==> src/rtl/hex_word_assembler.sv <==
// hex_word_assembler: assembles ASCII hex digits from a UART byte stream into words.
module hex_word_assembler #(
  parameter int MAX_DIGITS = 4
) (
  input  logic                    clk,
  input  logic                    rst_n,
  input  logic [7:0]              rx_data,
  input  logic                    rx_valid,
  output logic [4*MAX_DIGITS-1:0] word_out,
  output logic                    word_valid,
  output logic                    err,
  output logic [1:0]              err_code,
  output logic                    busy
);
  localparam int W  = 4 * MAX_DIGITS;
  localparam int CW = $clog2(MAX_DIGITS + 1);
  typedef enum logic [1:0] {IDLE, ACCUM, DISCARD} state_t;
  state_t         state_q;
  logic [W-1:0]   acc_q;
  logic [CW-1:0]  cnt_q;
  logic [W-1:0]   word_q;
  logic           wv_q;
  logic           err_q;
  logic [1:0]     code_q;
  logic           is_dig;
  logic           is_af;
  logic           is_hex;
  logic           is_term;
  logic           is_space;
  logic           is_esc;
  logic [3:0]     nib;
  logic [7:0]     lower;
  always_comb begin
    lower    = rx_data | 8'h20;
    is_dig   = rx_data >= 8'h30 && rx_data <= 8'h39;
    is_af    = lower >= 8'h61 && lower <= 8'h66;
    is_hex   = is_dig || is_af;
    is_term  = rx_data == 8'h0D || rx_data == 8'h0A;
    is_space = rx_data == 8'h20;
    is_esc   = rx_data == 8'h1B;
    // letters A-F/a-f carry 1..6 in their low nibble
    nib      = is_dig ? rx_data[3:0] : rx_data[3:0] + 4'd9;
  end
  always_ff @(posedge clk or negedge rst_n) begin
    if (!rst_n) begin
      state_q <= IDLE;
      acc_q   <= '0;
      cnt_q   <= '0;
      word_q  <= '0;
      wv_q    <= 1'b0;
      err_q   <= 1'b0;
      code_q  <= 2'b00;
    end else begin
      wv_q  <= 1'b0;
      err_q <= 1'b0;
      if (rx_valid) begin
        if (is_esc) begin
          state_q <= IDLE;
          acc_q   <= '0;
          cnt_q   <= '0;
        end else begin
          case (state_q)
            IDLE: begin
              if (is_hex) begin
                acc_q   <= W'(nib);
                cnt_q   <= CW'(1);
                state_q <= ACCUM;
              end else if (!is_term && !is_space) begin
                err_q   <= 1'b1;
                code_q  <= 2'b01;
                state_q <= DISCARD;
              end
            end
            ACCUM: begin
              if (is_hex && cnt_q != CW'(MAX_DIGITS)) begin
                acc_q <= (acc_q << 4) | W'(nib);
                cnt_q <= cnt_q + CW'(1);
              end else if (is_term) begin
                word_q  <= acc_q;
                wv_q    <= 1'b1;
                cnt_q   <= '0;
                state_q <= IDLE;
              end else begin
                err_q   <= 1'b1;
                code_q  <= is_hex ? 2'b10 : 2'b01;
                cnt_q   <= '0;
                state_q <= DISCARD;
              end
            end
            default: if (is_term) state_q <= IDLE;
          endcase
        end
      end
    end
  end
  assign word_out   = word_q;
  assign word_valid = wv_q;
  assign err        = err_q;
  assign err_code   = code_q;
  assign busy       = state_q != IDLE;
endmodule

==> config.mk <==
export PLATFORM = sky130hd
export DESIGN_NAME = hex_word_assembler
export DESIGN_NICKNAME = d
export VERILOG_FILES = /design/src/rtl/hex_word_assembler.sv
export SDC_FILE = /design/constraint.sdc
export NUM_CORES = 1
export LEC_CHECK = 0
export ABC_AREA = 1
export CAP_MARGIN = 25
export CORE_ASPECT_RATIO = 1.1
export CORE_MARGIN = 3
export CORE_UTILIZATION = 49
export CTS_CLUSTER_DIAMETER = 80
export DETAILED_ROUTE_END_ITERATION = 6
export HOLD_SLACK_MARGIN = 0.1
export PLACE_DENSITY = 0.76
export SLEW_MARGIN = 20
export SYNTH_ARGS = -nofsm -noshare
export SYNTH_HDL_FRONTEND = slang
export SYNTH_SLANG_ARGS = --single-unit
==> constraint.sdc <==
create_clock -name clk -period 1.3 [get_ports clk]
set_input_delay 0.195 -clock clk [delete_from_list [all_inputs] [get_ports clk]]
set_output_delay 0.195 -clock clk [all_outputs]
set_load 0.005 [all_outputs]
==> reports/metrics.yaml, run 1 <==
synth:
  synth.avg_cell_area_um2: 8.182
  synth_common_cells: "nand2_1 (113), dfrtp_1 (41), nand4_1 (21)"
  ys_async_sr_fraction_pct: 100.0
  ys_warn_count: 0
  synth_area_leaders: "dfrtp_1 (47%), nand2_1 (19%), nand4_1 (6.0%)"
  synth_edf_count: 0
  synth_most_common_cell: "nand2_1"
  ys_ff_latch: 41
  ys_types: 23
  synth_area_leader_cell: "dfrtp_1"
  syn_area_um2: 2185
  syn_nets: 285
  ys_seq_area_share_pct: 46.96
  synthCells: 267
  ys.flop_type: "dfrtp_1"
  yosys.area.top_type_share_pct: 46.96
setup_path:
  ff2ff_setup_slack_ns: -0.28
  end_kind: "flop"
  r2r_cells: 8
  slowest_stage: "dlygate4sd2_1"
  path_buf_inv: 4
  crit_chain: "dlygate4sd2_1 > nor2_4 > inv_2 > nor2_4 > nand2_2 > buf_12 > buf_4 > nand2_1 > nand2_1 > nor2_1 > nand4_1 > nand2_1"
  r2r-start: "state_q[1]$_DFFE_PN0P_"
  r2r_end: "acc_q[10]$_DFFE_PN0P_"
  crit_family: "simple AND/OR/NAND/NOR gates"
  worstSetupStartpointType: "input port"
  cpPeakStageDelay_ns: 0.27
  crit_required_ns: 1.53
  arrival_ns: 1.84
  worst-path-max-fanout: 5
  crit_top_cell: "nand2_1"
  criticalPathCategory: "input port to flop"
placement:
  post-place-cells: 375
  dpl.hpwl_mm: 3.393
  gp_congestion: 0.8672
  post_dp_cell_area_um2: 2883
  io_buffers: 31
routing:
  route.detailed.drc: 0
  avgRoutedWirePerCell_um: 18.17
  vias_per_cell: 5.718
  drt_iter0_markers: 311
  num_vias: 2390
  routed_wl_mm: 7.595
  final_antenna_net_count: 0
  drt-pass1-iter-count: 5
cells_and_area:
  layout-drive-gt1-share_pct: 44.81
  synthToLayoutAreaGrowth_pct: 61.86
  nNetsFinal: 383
  antenna_cells: 0
  instances_no_fill: 418
  final_area_um2: 3536
  finish.utilization_pct: 85.95
clock_tree:
  cts-buffers-inserted: 5
  cts_max_level: 2
  clk_pin_slew_ns: 0.08
  root_buffer: "clkbuf_8"
  worstSkewPairLatency_ns: 0.30
  cts_tree: "yes"
  cts.sinks: 41
  clockBufferDepth: 2
power:
  switching_share_pct: 35.70
  p_sw_w: 0.001575
  pwr-share-seq_pct: 34.6
  comb_power_share_pct: 40.5
  ir_drop_v: 0.0009309
  intPower_w: 0.002835
  leakage_nw: 1.936
  pwr-share-clk_pct: 24.9
  total_power_w: 0.004410
  p_per_area_nw_per_um2: 1247
worst_hold_path:
  min_path_type: "input port to async pin"
timing:
  whs_ns: 0.3966
  hold_violations: 0
  fin_skew_ns: 0.005269
  period_needed_ns: 1.606
  slew_headroom_pct: 83.74
  fmax_ghz: 0.6226
  finalCritPeriodShare_pct: 123.6
  drv_slew: 0
  tightest_slew_ns: 0.2414
  rsz0062_at_grt: "true"
  setup_ws_ns: -0.3062
  final-setup-viol-count: 41
floorplanning:
  rows: 24
  die_w_um: 69.67
  die_area_um2: 5297
  die_y_um: 76.03
  start_util_pct: 53.10
  core_um2: 4114
  io_pins: 32
status:
  outcome: "finished, violations left"
  failed_checks: "negative setup slack"
grt:
  first_global_vias: 2368
  overflow: 0
  grt_pass1_wl_mm: 10.81
  grt_max_degree: 42
  antenna_found_initial: 0
  grt.total_usage_pct: 25.57
flow_run:
  maxCapViolCount: 0
worst min-delay path, stage by stage:
cell and delay [ns]:
dlygate4sd3_1 0.52, buf_2 0.12, buf_12 0.23
worst max path at each step:
| stage | cells after the start | endpoint | slack (ns) | from |
|---|---|---|---|---|
| 2_1_floorplan | 10 | acc_q[10]$_DFFE_PN0P_ | -0.07 | rx_data[1] |
| 3_3_place_gp | 10 | acc_q[14]$_DFFE_PN0P_ | -0.78 | rx_data[0] |
| 3_5_place_dp | 10 | acc_q[13]$_DFFE_PN0P_ | -0.79 | rx_data[0] |
| 4_1_cts | 8 | acc_q[10]$_DFFE_PN0P_ | -0.11 | state_q[1]$_DFFE_PN0P_ |
| 5_1_grt | 12 | acc_q[0]$_DFFE_PN0P_ | -0.38 | rx_data[6] |
| 6_report | 12 | acc_q[0]$_DFFE_PN0P_ | -0.31 | rx_data[6] |
logic make-up after synthesis:
family	share of synthesized area, %
AOI/OAI and AO/OA	2.863
DFF	46.96
buffers and inverters	7.617
xor gates and xnor gates	1.203
adders and majority gates	4.009
and+or+nand+nor	37.34
power groups by stage:
stage,Clock [W],Sequential (W),Combinational [W]
after floorplan,0,0.00151,0.000678
after global placement,0,0.00151,0.00110
after detailed placement,0,0.00152,0.00112
after CTS,0.00108,0.00150,0.00148
after global routing,0.00115,0.00154,0.00190
final,0.00110,0.00153,0.00179
sequential cells by signal (all words and copies together), names as in the netlist:
signal and count:
err 1, err_code 2, word_out 16, acc_q 16, cnt_q 3, state_q 2
word_valid 1
stage by stage:
stage	setup slack, ns	TNS [ns]
6_report	-0.3062	-7.021
3_3_place_gp	-0.7765	-30.85
3_5_place_dp	-0.7946	-31.49
5_1_grt	-0.3830	-9.463
4_1_cts	-0.1062	-3.141
2_1_floorplan	-0.07162	-1.519
cell type report:
type / count / area [um2]
Timing Repair inverter: 2 / 27.53
Fill cell: 207 / 578.1
Sequential cell: 41 / 1026
Inverter: 23 / 123.9
Multi-Input combinational cell: 195 / 1284
Clock inverter: 2 / 37.54
Timing Repair Buffer: 97 / 889.6
Clock buffer: 6 / 82.58
Tap cell: 52 / 65.06
layout by cell type (no fill, tap or decap), drive strengths merged:
| master | instances |
|---|---|
| and2 | 1 |
| dlygate4sd3 | 1 |
| nor2 | 19 |
| nor3 | 1 |
| xor2 | 3 |
| clkinvlp | 1 |
| clkdlybuf4s15 | 2 |
| bufinv | 1 |
| nand4 | 22 |
| clkdlybuf4s50 | 1 |
| ha | 7 |
| a21oi | 5 |
| dfrtp | 41 |
| dlygate4sd2 | 24 |
| clkbuf | 6 |
| buf | 69 |
| nand2 | 118 |
| nand3 | 16 |
| inv | 25 |
| o21ai | 3 |
per-layer routing:
metal | wire, um | GRT usage, % | share of wire [%]
met1 | 2712 | 28.02 | 36
met2 | 3748 | 45.80 | 49
met3 | 651 | 5.937 | 8.6
met4 | 483 | 12.84 | 6.4
met5 | 0 | 0 | 0
what timing repair did:
action | CTS | global route
hold buffers | 1 | 0
endpoints found under the setup margin | 62 | 42
buffers inserted | 29 | 3
pin swaps | 25 | 14
endpoints found under the hold margin | 41 | 0
cloned | 4 | 0
resized for setup | 96 | 34
No activity file was read; power rests on OpenSTA's default activity.
==> run 2, diff against run 1 <==
Settings changed: HOLD_SLACK_MARGIN 0.1 to default.
==> results of run 2 <==
Final layout, timing and power as in run 1 (identical DEF).
